`config.mk`:
```
export PLATFORM = sky130hd
export DESIGN_NAME = bf_loader
export DESIGN_NICKNAME = d
export VERILOG_FILES = /design/src/rtl/bf_loader.sv
export SDC_FILE = /design/constraint.sdc
export NUM_CORES = 1
export LEC_CHECK = 0
export CORE_MARGIN = 2
export CORE_UTILIZATION = 47
export CTS_CLUSTER_DIAMETER = 200
export DETAILED_ROUTE_END_ITERATION = 8
export PLACE_DENSITY = 0.75
export REMOVE_ABC_BUFFERS = 1
export SLEW_MARGIN = 10
export SYNTH_ARGS = -nofsm -noshare
export SYNTH_HDL_FRONTEND = slang
export SYNTH_SLANG_ARGS = --single-unit
```
`constraint.sdc`:
```
create_clock -name i_clock -period 2.7 [get_ports i_clock]
set_input_delay 0.54 -clock i_clock [delete_from_list [all_inputs] [get_ports i_clock]]
set_output_delay 0.54 -clock i_clock [all_outputs]
set_load 0.1 [all_outputs]
```
`src/rtl/bf_loader.sv`:
```
// Brainfuck program loader: encodes an ASCII command stream into 3-bit instructions,
// writes them to program memory, pads with NOP and releases the core when the image is valid.
module bf_loader #(
    parameter int PRGMEM_ADDR_WIDTH = 8,
    parameter int STACK_ADDR_WIDTH  = 4
) (
    input  logic                         i_clock,
    input  logic                         i_reset_n,
    input  logic                         i_load,
    input  logic                         i_byte_valid,
    input  logic [7:0]                   i_byte_data,
    input  logic                         i_byte_last,
    output logic                         o_byte_ready,
    output logic                         o_prgmem_in,
    output logic [PRGMEM_ADDR_WIDTH-1:0] o_prgmem_addr,
    output logic [2:0]                   o_prgmem_data,
    output logic                         o_core_reset_n,
    output logic                         o_busy,
    output logic                         o_error,
    output logic [1:0]                   o_error_code,
    output logic [PRGMEM_ADDR_WIDTH-1:0] o_length
);

    localparam int AW = PRGMEM_ADDR_WIDTH;
    localparam int SW = STACK_ADDR_WIDTH;

    localparam logic [AW-1:0] PTR_MAX   = '1;
    localparam logic [SW:0]   DEPTH_MAX = (SW+1)'(1) << SW;

    localparam logic [1:0] ERR_BALANCE = 2'b01;
    localparam logic [1:0] ERR_DEPTH   = 2'b10;
    localparam logic [1:0] ERR_LENGTH  = 2'b11;

    localparam logic [2:0] OP_NOP   = 3'b000;
    localparam logic [2:0] OP_OPEN  = 3'b110;
    localparam logic [2:0] OP_CLOSE = 3'b111;

    typedef enum logic [1:0] {
        ST_LOAD,
        ST_FILL,
        ST_RUN,
        ST_ERROR
    } state_t;

    function automatic logic [2:0] encode(input logic [7:0] b);
        case (b)
            8'h2B:   encode = 3'b010;  // +
            8'h2D:   encode = 3'b011;  // -
            8'h3E:   encode = 3'b100;  // >
            8'h3C:   encode = 3'b101;  // <
            8'h5B:   encode = 3'b110;  // [
            8'h5D:   encode = 3'b111;  // ]
            default: encode = OP_NOP;
        endcase
    endfunction

    state_t          state_q, state_d;
    logic [AW-1:0]   ptr_q, ptr_d;
    logic [SW:0]     depth_q, depth_d;
    logic [AW-1:0]   length_q, length_d;
    logic            wr_en_q, wr_en_d;
    logic [AW-1:0]   wr_addr_q, wr_addr_d;
    logic [2:0]      wr_data_q, wr_data_d;
    logic            core_rst_n_q, core_rst_n_d;
    logic            busy_q, busy_d;
    logic            error_q, error_d;
    logic [1:0]      err_code_q, err_code_d;

    logic            accept;
    logic [2:0]      op;
    logic [SW:0]     depth_step;

    assign accept = i_byte_valid && (state_q == ST_LOAD);
    assign op     = encode(i_byte_data);

    always_comb begin
        depth_step = depth_q;
        if (op == OP_OPEN) begin
            depth_step = depth_q + 1'b1;
        end else if (op == OP_CLOSE) begin
            depth_step = depth_q - 1'b1;
        end
    end

    always_comb begin
        state_d    = state_q;
        ptr_d      = ptr_q;
        depth_d    = depth_q;
        length_d   = length_q;
        wr_en_d    = 1'b0;
        wr_addr_d  = wr_addr_q;
        wr_data_d  = wr_data_q;
        err_code_d = err_code_q;

        if (i_load) begin
            // A byte handed over alongside i_load is deliberately dropped.
            state_d    = ST_LOAD;
            ptr_d      = '0;
            depth_d    = '0;
            length_d   = '0;
            err_code_d = 2'b00;
        end else begin
            case (state_q)
                ST_LOAD: begin
                    if (accept) begin
                        if (op == OP_CLOSE && depth_q == '0) begin
                            state_d    = ST_ERROR;
                            err_code_d = ERR_BALANCE;
                        end else if (op == OP_OPEN && depth_q == DEPTH_MAX) begin
                            state_d    = ST_ERROR;
                            err_code_d = ERR_DEPTH;
                        end else if (op != OP_NOP && ptr_q == PTR_MAX) begin
                            // The top address must stay NOP so the PC never wraps into code.
                            state_d    = ST_ERROR;
                            err_code_d = ERR_LENGTH;
                        end else begin
                            if (op != OP_NOP) begin
                                wr_en_d   = 1'b1;
                                wr_addr_d = ptr_q;
                                wr_data_d = op;
                                ptr_d     = ptr_q + 1'b1;
                                length_d  = length_q + 1'b1;
                                depth_d   = depth_step;
                            end
                            if (i_byte_last) begin
                                if (depth_step != '0) begin
                                    state_d    = ST_ERROR;
                                    err_code_d = ERR_BALANCE;
                                end else begin
                                    state_d = ST_FILL;
                                end
                            end
                        end
                    end
                end
                ST_FILL: begin
                    wr_en_d   = 1'b1;
                    wr_addr_d = ptr_q;
                    wr_data_d = OP_NOP;
                    if (ptr_q == PTR_MAX) begin
                        state_d = ST_RUN;
                    end else begin
                        ptr_d = ptr_q + 1'b1;
                    end
                end
                default: ;
            endcase
        end

        // Status flags track the state being entered so they line up with it.
        core_rst_n_d = (state_d == ST_RUN);
        busy_d       = (state_d == ST_LOAD) || (state_d == ST_FILL);
        error_d      = (state_d == ST_ERROR);
    end

    always_ff @(posedge i_clock or negedge i_reset_n) begin
        if (!i_reset_n) begin
            state_q      <= ST_LOAD;
            ptr_q        <= '0;
            depth_q      <= '0;
            length_q     <= '0;
            wr_en_q      <= 1'b0;
            wr_addr_q    <= '0;
            wr_data_q    <= '0;
            core_rst_n_q <= 1'b0;
            busy_q       <= 1'b1;
            error_q      <= 1'b0;
            err_code_q   <= 2'b00;
        end else begin
            state_q      <= state_d;
            ptr_q        <= ptr_d;
            depth_q      <= depth_d;
            length_q     <= length_d;
            wr_en_q      <= wr_en_d;
            wr_addr_q    <= wr_addr_d;
            wr_data_q    <= wr_data_d;
            core_rst_n_q <= core_rst_n_d;
            busy_q       <= busy_d;
            error_q      <= error_d;
            err_code_q   <= err_code_d;
        end
    end

    assign o_byte_ready   = (state_q == ST_LOAD);
    assign o_prgmem_in    = wr_en_q;
    assign o_prgmem_addr  = wr_addr_q;
    assign o_prgmem_data  = wr_data_q;
    assign o_core_reset_n = core_rst_n_q;
    assign o_busy         = busy_q;
    assign o_error        = error_q;
    assign o_error_code   = err_code_q;
    assign o_length       = length_q;

endmodule

```
==> results of run 1 <==
## per-layer routing
| layer | GRT usage (%) | share of wire [%] |
|---|---|---|
| met5 | 0 | 0 |
| met4 | 3.70 | 0.59 |
| met3 | 4.14 | 4.1 |
| met2 | 32.6 | 51 |
| met1 | 24.2 | 45 |
## state kept, by name (all words and copies together), names as in the netlist
name / flops
state_q: 2
o_prgmem_in: 1
o_error_code: 2
depth_q: 5
ptr_q: 8
o_length: 8
o_prgmem_addr: 8
o_core_reset_n: 1
o_error: 1
o_prgmem_data: 3
o_busy: 1
## area by class of cell
type / instances / area, um2 / share of cell area, %
multi-input cells: 160 / 1280 / 40.4
flip-flops and latches: 40 / 1000 / 31.6
clock buffers: 8 / 100 / 3.15
inverters: 12 / 45.0 / 1.42
well taps: 54 / 67.6 / 2.13
repair buffers: 80 / 676 / 21.3
## power by group
part	total [mW]	internal [mW]	switching, mW
sequential	0.622	0.612	0.0105
combinational	0.227	0.0790	0.148
clock	0.430	0.233	0.197
total	1.28	0.924	0.355
## cells by family after synthesis
kind of cell,Yosys count,share of synthesized area [%]
AO/OA/AOI/OAI,30,9.27
XOR/XNOR,20,7.87
adder cells (fa/ha/maj),4,2.25
buffers and inverters,19,3.99
flip-flops,40,45.0
multiplexers,17,9.83
AND/OR/NAND/NOR,89,21.8
## through the flow
| step | instances | power [mW] | cell area [um2] | setup slack (ps) |
|---|---|---|---|---|
| 2_1_floorplan | 212 | 0.759 | 2180 | -589 |
| 3_3_place_gp | 337 | 0.848 | 2820 | -392 |
| 3_5_place_dp | 337 | 0.851 | 2820 | -431 |
| 4_1_cts | 347 | 1.28 | 2990 | -106 |
| 5_1_grt | 354 | 1.33 | 3170 | -206 |
| 6_report | 354 | 1.28 | 3170 | -142 |
## layout by cell type (no fill, tap or decap), drive strengths merged, types with 2 or more instances in the layout
cell           count
and3               5
nor2              28
o21ai              3
or3                2
nand3             10
nand2             11
a31oi              3
nand4              4
ha                 4
or2                2
mux2i              5
nor2b              2
a21o               2
mux2              12
buf               68
a21oi             12
a311oi             3
clkdlybuf4s50      3
clkbuf             9
xnor2             13
nand4bb            2
and3b              3
nor3               8
xor2               7
nor3b              3
inv               12
nor4               2
dlygate4sd2        2
nand3b             3
dlymetal6s2s       6
dfrtp             39
## critical path: stages (launching register included)
cell and delay (ps):
dfrtp_1 390, inv_2 80, ha_4 130, or3b_4 380, or4_4 530, or3_4 350
and3b_2 260, nor2_4 120, nor3_4 50, buf_12 150, mux2_4 290
## path summary, 6_finish.rpt
kind / to / slack, ps
worst max-delay path: o_prgmem_addr[3]$_DFFE_PN0P_ / -140
worst max register to register: o_prgmem_addr[3]$_DFFE_PN0P_ / -140
min in group i_clock: o_prgmem_addr[4]$_DFFE_PN0P_ / 510
worst min-delay path: o_core_reset_n$_DFF_PN0_ / 350
max in group asynchronous: o_length[7]$_DFFE_PN0P_ / 1810
worst min register to register: o_prgmem_addr[4]$_DFFE_PN0P_ / 510
## timing repair
| item | in CTS | in global routing |
|---|---|---|
| pin swaps | 4 | 11 |
| setup endpoints to repair | 36 | 36 |
| gates cloned | 0 | 1 |
| hold buffers | 0 | 0 |
| gates resized for setup | 15 | 24 |
| setup buffers | 2 | 7 |
==> impl_metrics.json, run 1 <==
{
  "status": "finished with violations",
  "violations": "negative setup slack",
  "io-pin-count": 39,
  "cts_tree": "done",
  "final-setup-viol-count": 20,
  "start_kind": "register",
  "finalClockSkew_ps": 6.57,
  "fin_crit_ps": 2840,
  "final_hold_viol_count": 0,
  "rows": 25,
  "clock_sinks": 40,
  "finalSetupTns_ps": -1910,
  "area.growth.synth_to_final_pct": 42.5,
  "cp.required_ps": 2870,
  "critPathArrivalTime_ps": 3020,
  "timing_worst_setup_path_type": "register to register",
  "netlist.area_leader.share_pct": 43.8,
  "postSynthCellCount": 219,
  "final_core_util_pct": 68.6,
  "finalCritPeriodShare_pct": 105,
  "portBuffers": 38,
  "netlist_top_cells_count": "dfrtp_1 (39), nor2_1 (27), xnor2_1 (13)",
  "syn_area_per_cell_um2": 10.2,
  "synth_most_common_cell": "dfrtp_1",
  "wirelength_mm": 5.07,
  "track_usage_pct": 18.8,
  "power.density_nw_per_um2": 403,
  "cellLeakagePower_nw": 1.51,
  "cts_max_level": 2,
  "ys_seq_area_share_pct": 45.0,
  "grt_max_degree": 41,
  "antenna_cells": 0,
  "tightest_slew_ps": 843,
  "async_reset_ff_share_pct": 100,
  "drtPass1Iterations": 4,
  "yosys-top-cells-area": "dfrtp_1 (44%), mux2_4 (6.1%), xnor2_1 (5.1%), nor2_1 (4.6%), xor2_1 (2.8%)",
  "wire_per_inst_um": 14.3,
  "peakVddDrop_mv": 0.312,
  "syn_area_um2": 2230,
  "dp_hpwl_mm": 3.49,
  "synth_flop_cell": "dfrtp_1",
  "synthDistinctLibCells": 47,
  "via_per_inst": 5.38,
  "max_freq_mhz": 352,
  "die_area_um2": 5300,
  "drt_first_iter_violations": 70,
  "max_slew_margin_pct": 43.8,
  "coreArea_um2": 4630,
  "layout.nets": 316,
  "layout-drive-gt1-share_pct": 39.7,
  "die_h_um": 72.8,
  "synth-edff-count": 0,
  "hold_class": "input pin to async pin",
  "crit_path_start": "depth_q[1]$_DFFE_PN0P_",
  "holdWs_ps": 346,
  "initial_core_util_pct": 48.1,
  "yosys_warnings": 0,
  "antenna_found_initial": 0,
  "grt_pass1_vias": 1799,
  "fillCellCount": 348,
  "cap_violations": 0,
  "cts_made_buffers": 5,
  "gp_congestion": 0.832,
  "fp.dieW_um": 72.8,
  "vias": 1905,
  "gr-total-overflow": 0,
  "slew_violations": 0,
  "path_max_fanout": 12,
  "worst_setup_path_end_kind": "register",
  "synth-seq-cells": 40,
  "antenna_left": 0,
  "ff2ff_path_depth": 10,
  "rr_startpoint": "depth_q[1]$_DFFE_PN0P_",
  "drc": 0,
  "clock_latency_ps": 290,
  "grt_pass1_wl_mm": 7.96,
  "clockBufferDepth": 2,
  "synth_top_cell_by_area": "dfrtp_1",
  "path_clk_slew_ps": 80,
  "rsz0062_at_grt": "yes",
  "cts_root_buffer": "clkbuf_8",
  "layout_setup_ws_ps": -142
}
Note: power is estimated with default switching activity, not from simulation.
==> inputs of run 2 (changes only) <==
- SETUP_SLACK_MARGIN: default -> 0.15
==> run 2 against run 1 <==
Critical path type unchanged. Critical path depth did not move. Critical endpoint is now o_prgmem_data[0]$_DFFE_PN0P_. The flow now finishes without violations. Clock-buffer cell count unchanged. Highest routed layer unchanged. Flip-flop and latch count unchanged. Sequential share of layout area is 0.062 points lower. Clock power about the same. Largest cell class unchanged.
==> impl_metrics.json, run 2 (synthesis results as in run 1) <==
{
  "layout_common_cells": "buf_4 (66), dfrtp_1 (39), nor2_1 (27)",
  "finalClockSkew_ps": 6.69,
  "multi_input_comb_area_um2": 1280,
  "vias": 1877,
  "grt_max_degree": 41,
  "coreArea_um2": 4630,
  "layout.nets": 319,
  "rr_endpoint": "o_prgmem_data[0]$_DFFE_PN0P_",
  "seqCellArea_um2": 1000,
  "rr_startpoint": "depth_q[0]$_DFFE_PN0P_",
  "wire_per_inst_um": 13.6,
  "power.density_nw_per_um2": 404,
  "cap_violations": 0,
  "io-pin-count": 39,
  "worst_setup_path_end_kind": "register",
  "hold_class": "input pin to async pin",
  "rsz0062_at_grt": "yes",
  "wirelength_mm": 4.87,
  "area.growth.synth_to_final_pct": 42.8,
  "gr-total-overflow": 0,
  "max_slew_margin_pct": 43.3,
  "grt_pass1_vias": 1885,
  "crit_path_start": "depth_q[0]$_DFFE_PN0P_",
  "start_kind": "register",
  "grt_pass1_wl_mm": 8.25,
  "via_per_inst": 5.26,
  "track_usage_pct": 19.6,
  "path_max_fanout": 6,
  "max_freq_mhz": 370,
  "dp_hpwl_mm": 3.49,
  "fin_crit_ps": 2700,
  "ctsHoldBuffers": 0,
  "gp_congestion": 0.832,
  "drtPass1Iterations": 4,
  "rows": 25,
  "path_clk_slew_ps": 80,
  "initial_core_util_pct": 48.1,
  "clockBufferDepth": 2,
  "cts_made_buffers": 5,
  "cp.required_ps": 2880,
  "final_common_cell": "buf_4",
  "critPathArrivalTime_ps": 2880,
  "drc": 0,
  "final-setup-viol-count": 0,
  "finalCritPeriodShare_pct": 100,
  "cts_tree": "done",
  "antenna_found_initial": 0,
  "clock_latency_ps": 290,
  "antenna_left": 0,
  "tightest_slew_ps": 851,
  "portBuffers": 38,
  "power_mw": 1.29,
  "fillCellCount": 351,
  "die_area_um2": 5300,
  "timing_worst_setup_path_type": "register to register",
  "peakVddDrop_mv": 0.298,
  "cts_root_buffer": "clkbuf_8",
  "slew_violations": 0,
  "layout-drive-gt1-share_pct": 39.9,
  "final_hold_viol_count": 0,
  "regToRegSetupSlack_ps": 0.3,
  "clock_sinks": 40,
  "final_core_util_pct": 68.7,
  "cts_max_level": 2,
  "ff2ff_path_depth": 10,
  "drt_first_iter_violations": 53,
  "die_h_um": 72.8,
  "status": "finished, final reports clean",
  "fp.dieW_um": 72.8,
  "finalSetupTns_ps": 0,
  "antenna_cells": 0,
  "cellLeakagePower_nw": 1.45
}
run 2: worst max-delay path, stage by stage, from the launching register on:
cell and delay (ps):
dfrtp_1 400, inv_2 80, ha_4 120, or3b_4 370, or4_4 430, or3_4 340
and3b_2 230, nor2_4 100, nor3_4 60, clkbuf_16 160, mux2_4 290
run 2: layout make-up:
class / count / area share, %
Timing Repair Buffer: 83 / 21.6
Inverter: 12 / 1.42
Clock buffer: 8 / 3.15
Multi-Input combinational cell: 160 / 40.2
Sequential cell: 40 / 31.5
Tap cell: 54 / 2.12
run 2: timing repair:
action | in CTS | in global routing
gates resized for setup | 30 | 17
setup endpoints to repair | 38 | 37
buffers inserted | 8 | 3
cloned | 1 | 0
pin swaps | 13 | 8
run 2: how the worst max path moves through the flow:
stage	to	slack, ps	cells after the start
floorplan	o_prgmem_data[0]$_DFFE_PN0P_	-590	7
global placement	o_error$_DFF_PN0_	-390	11
detailed placement	o_prgmem_data[0]$_DFFE_PN0P_	-430	9
CTS	o_prgmem_addr[0]$_DFFE_PN0P_	-8	10
global route	o_prgmem_addr[6]$_DFFE_PN0P_	-60	10
finish	o_prgmem_data[0]$_DFFE_PN0P_	0.3	10
run 2: metal layers:
| metal | track usage (%) | vias up | wire length, um |
|---|---|---|---|
| li1 | - | 933 | - |
| met1 | 24.9 | 902 | 2260 |
| met2 | 33.7 | 36 | 2370 |
| met3 | 4.42 | 6 | 200 |
| met4 | 4.73 | 0 | 41 |
| met5 | 0 | - | 0 |
run 2: power breakdown:
part / internal [mW] / switching, mW
combinational: 0.0829 / 0.152
sequential: 0.612 / 0.0105
clock: 0.233 / 0.196
total: 0.928 / 0.359
run 2: per-stage QoR:
step | instances | hold slack [ps] | setup WS [ps] | instance area, um2
floorplan | 212 | 244 | -589 | 2180
global placement | 337 | 497 | -392 | 2820
detailed placement | 337 | 506 | -431 | 2820
CTS | 354 | 385 | -8.20 | 3100
global route | 357 | 430 | -64.4 | 3180
finish | 357 | 350 | 0.343 | 3180
==> inputs of run 3 (changes only) <==
- CORE_UTILIZATION: 47 -> 57
- PLACE_DENSITY: 0.75 -> 0.85
- REMOVE_ABC_BUFFERS: 1 -> default
- clock period: 2.7 -> 3.4 ns (I/O delays scaled with it)
==> run 3 against run 2 <==
Critical path depth stayed put. Routed wire length decreased by 8.7%. First-iteration DRC count is 85% higher. Register-to-register slack better by 340 ps. Flip-flop and latch count unchanged. Clock skew decreased by 2.5 ps. Cell count is 12% lower. Global-route usage rose by 3.2 points. Clock-buffer cell count decreased by 1. Critical endpoint is now o_prgmem_addr[0]$_DFFE_PN0P_. Largest cell class unchanged. Largest power group unchanged.
==> impl_metrics.json, run 3 (synthesis results as in run 1) <==
{
  "regToRegSetupSlack_ps": 340,
  "ctsHoldBuffers": 0,
  "via_per_inst": 5.65,
  "fin_crit_ps": 3060,
  "layout.nets": 282,
  "finalClockSkew_ps": 4.18,
  "dp_slack_ps": 45.8,
  "power.density_nw_per_um2": 389,
  "cap_violations": 0,
  "clockBufferDepth": 2,
  "io-pin-count": 39,
  "rows": 22,
  "layout-drive-gt1-share_pct": 19.5,
  "critPathArrivalTime_ps": 3240,
  "hold_class": "input pin to async pin",
  "area.growth.synth_to_final_pct": 24.3,
  "rsz0062_at_grt": "no",
  "gr-total-overflow": 0,
  "grt_pass1_wl_mm": 7.49,
  "portBuffers": 38,
  "final_hold_viol_count": 0,
  "instances_no_fill": 314,
  "wirelength_mm": 4.45,
  "coreArea_um2": 3720,
  "ff2ff_path_depth": 10,
  "ctsResizeCount": 0,
  "finalSetupTns_ps": 0,
  "fp.dieW_um": 66.5,
  "rr_startpoint": "depth_q[0]$_DFFE_PN0P_",
  "start_kind": "register",
  "max_stage_delay_ps": 560,
  "drtPass1Iterations": 4,
  "max_slew_margin_pct": 34.9,
  "vias": 1773,
  "layout_common_cells": "dfrtp_1 (39), nor2_1 (27), buf_4 (23)",
  "drt_first_iter_violations": 98,
  "crit_buf_inv": 2,
  "crit_slowest_cell": "or4_1",
  "max_freq_mhz": 327,
  "cts_made_buffers": 5,
  "multi_input_comb_area_um2": 1140,
  "cellLeakagePower_nw": 1.23,
  "die_area_um2": 4420,
  "path_cells": "inv_1 -> ha_1 -> or3b_1 -> or4_1 -> or3_4 -> and3b_1 -> nor2_4 -> nor3_2 -> buf_4 -> mux2_4",
  "status": "finished, final reports clean",
  "antenna_left": 0,
  "dp_cells": 306,
  "seqCellArea_um2": 1000,
  "cts_root_buffer": "clkbuf_8",
  "die_h_um": 66.5,
  "layout_setup_ws_ps": 344,
  "dp_hpwl_mm": 3.13,
  "path_clk_slew_ps": 80,
  "grt_pass1_vias": 1622,
  "timing_worst_setup_path_type": "register to register",
  "wire_per_inst_um": 14.2,
  "final_core_util_pct": 74.5,
  "tightest_slew_ps": 973,
  "clock_latency_ps": 290,
  "clock_sinks": 40,
  "syn_nets": 236,
  "path_max_fanout": 9,
  "final-setup-viol-count": 0,
  "slew_violations": 0,
  "cts_max_level": 2,
  "rr_endpoint": "o_prgmem_addr[0]$_DFFE_PN0P_",
  "final_common_cell": "dfrtp_1",
  "antenna_found_initial": 0,
  "antenna_cells": 0,
  "drc": 0,
  "peakVddDrop_mv": 0.242,
  "critPathTopFamily": "simple AND/OR/NAND/NOR gates",
  "cp.required_ps": 3580,
  "fillCellCount": 265,
  "cts_tree": "done",
  "gp_congestion": 0.856,
  "track_usage_pct": 22.7,
  "finalCritPeriodShare_pct": 89.9,
  "post_cts_buffers": 0,
  "worst_setup_path_end_kind": "register",
  "grt_max_degree": 41,
  "initial_core_util_pct": 59.9
}
-- run 3: changes by cell type in the layout (fill, tap and decap cells not counted), moves of 2 or more --
cell	before	now
buf_4	66	23
clkdlybuf4s50_1	3	22
clkdlybuf4s15_1	5	0
buf_6	3	0
dlygate4sd2_1	3	0
inv_1	9	12
inv_2	3	0
a21oi_1	10	12
a31oi_1	1	3
a31oi_2	2	0
nor3_1	5	7
-- run 3: layout make-up --
class                   instances  area share, %
inverters                      12           1.63
flip-flops and latches         40           36.2
multi-input cells             160           41.0
repair buffers                 46           14.4
clock inverters                 1           1.08
clock buffers                   7           3.48
well taps                      48           2.17
-- run 3: metal layers --
metal	vias to the layer above	track usage, %	wire length, um
met5	-	0	0
met4	0	7.65	51
met3	5	5.91	221
met2	53	35.5	2110
met1	853	30.7	2060
li1	862	-	-
-- run 3: power breakdown --
group          switching [mW]  internal, mW
sequential            0.00924         0.486
combinational           0.109        0.0503
clock                   0.162         0.259
-- run 3: per-stage QoR --
step / power (mW) / instance area (um2) / hold WS (ps)
after floorplan: 0.609 / 2230 / 384
after global placement: 0.661 / 2640 / 489
after detailed placement: 0.663 / 2640 / 497
after CTS: 1.08 / 2770 / 519
after global routing: 1.12 / 2770 / 535
final: 1.08 / 2770 / 494
-- run 3: worst max-delay path by stage --
stage / startpoint / end / slack (ps) / cells past startpoint
5_1_grt: depth_q[0]$_DFFE_PN0P_ / o_error_code[1]$_DFFE_PN0P_ / 180 / 9
4_1_cts: depth_q[0]$_DFFE_PN0P_ / o_prgmem_addr[0]$_DFFE_PN0P_ / 340 / 10
3_5_place_dp: i_byte_data[6] / o_prgmem_addr[7]$_DFFE_PN0P_ / 50 / 9
3_3_place_gp: i_byte_data[6] / o_prgmem_addr[6]$_DFFE_PN0P_ / 120 / 9
6_report: depth_q[0]$_DFFE_PN0P_ / o_prgmem_addr[0]$_DFFE_PN0P_ / 340 / 10
2_1_floorplan: depth_q[0]$_DFFE_PN0P_ / ptr_q[7]$_DFFE_PN0P_ / 420 / 9
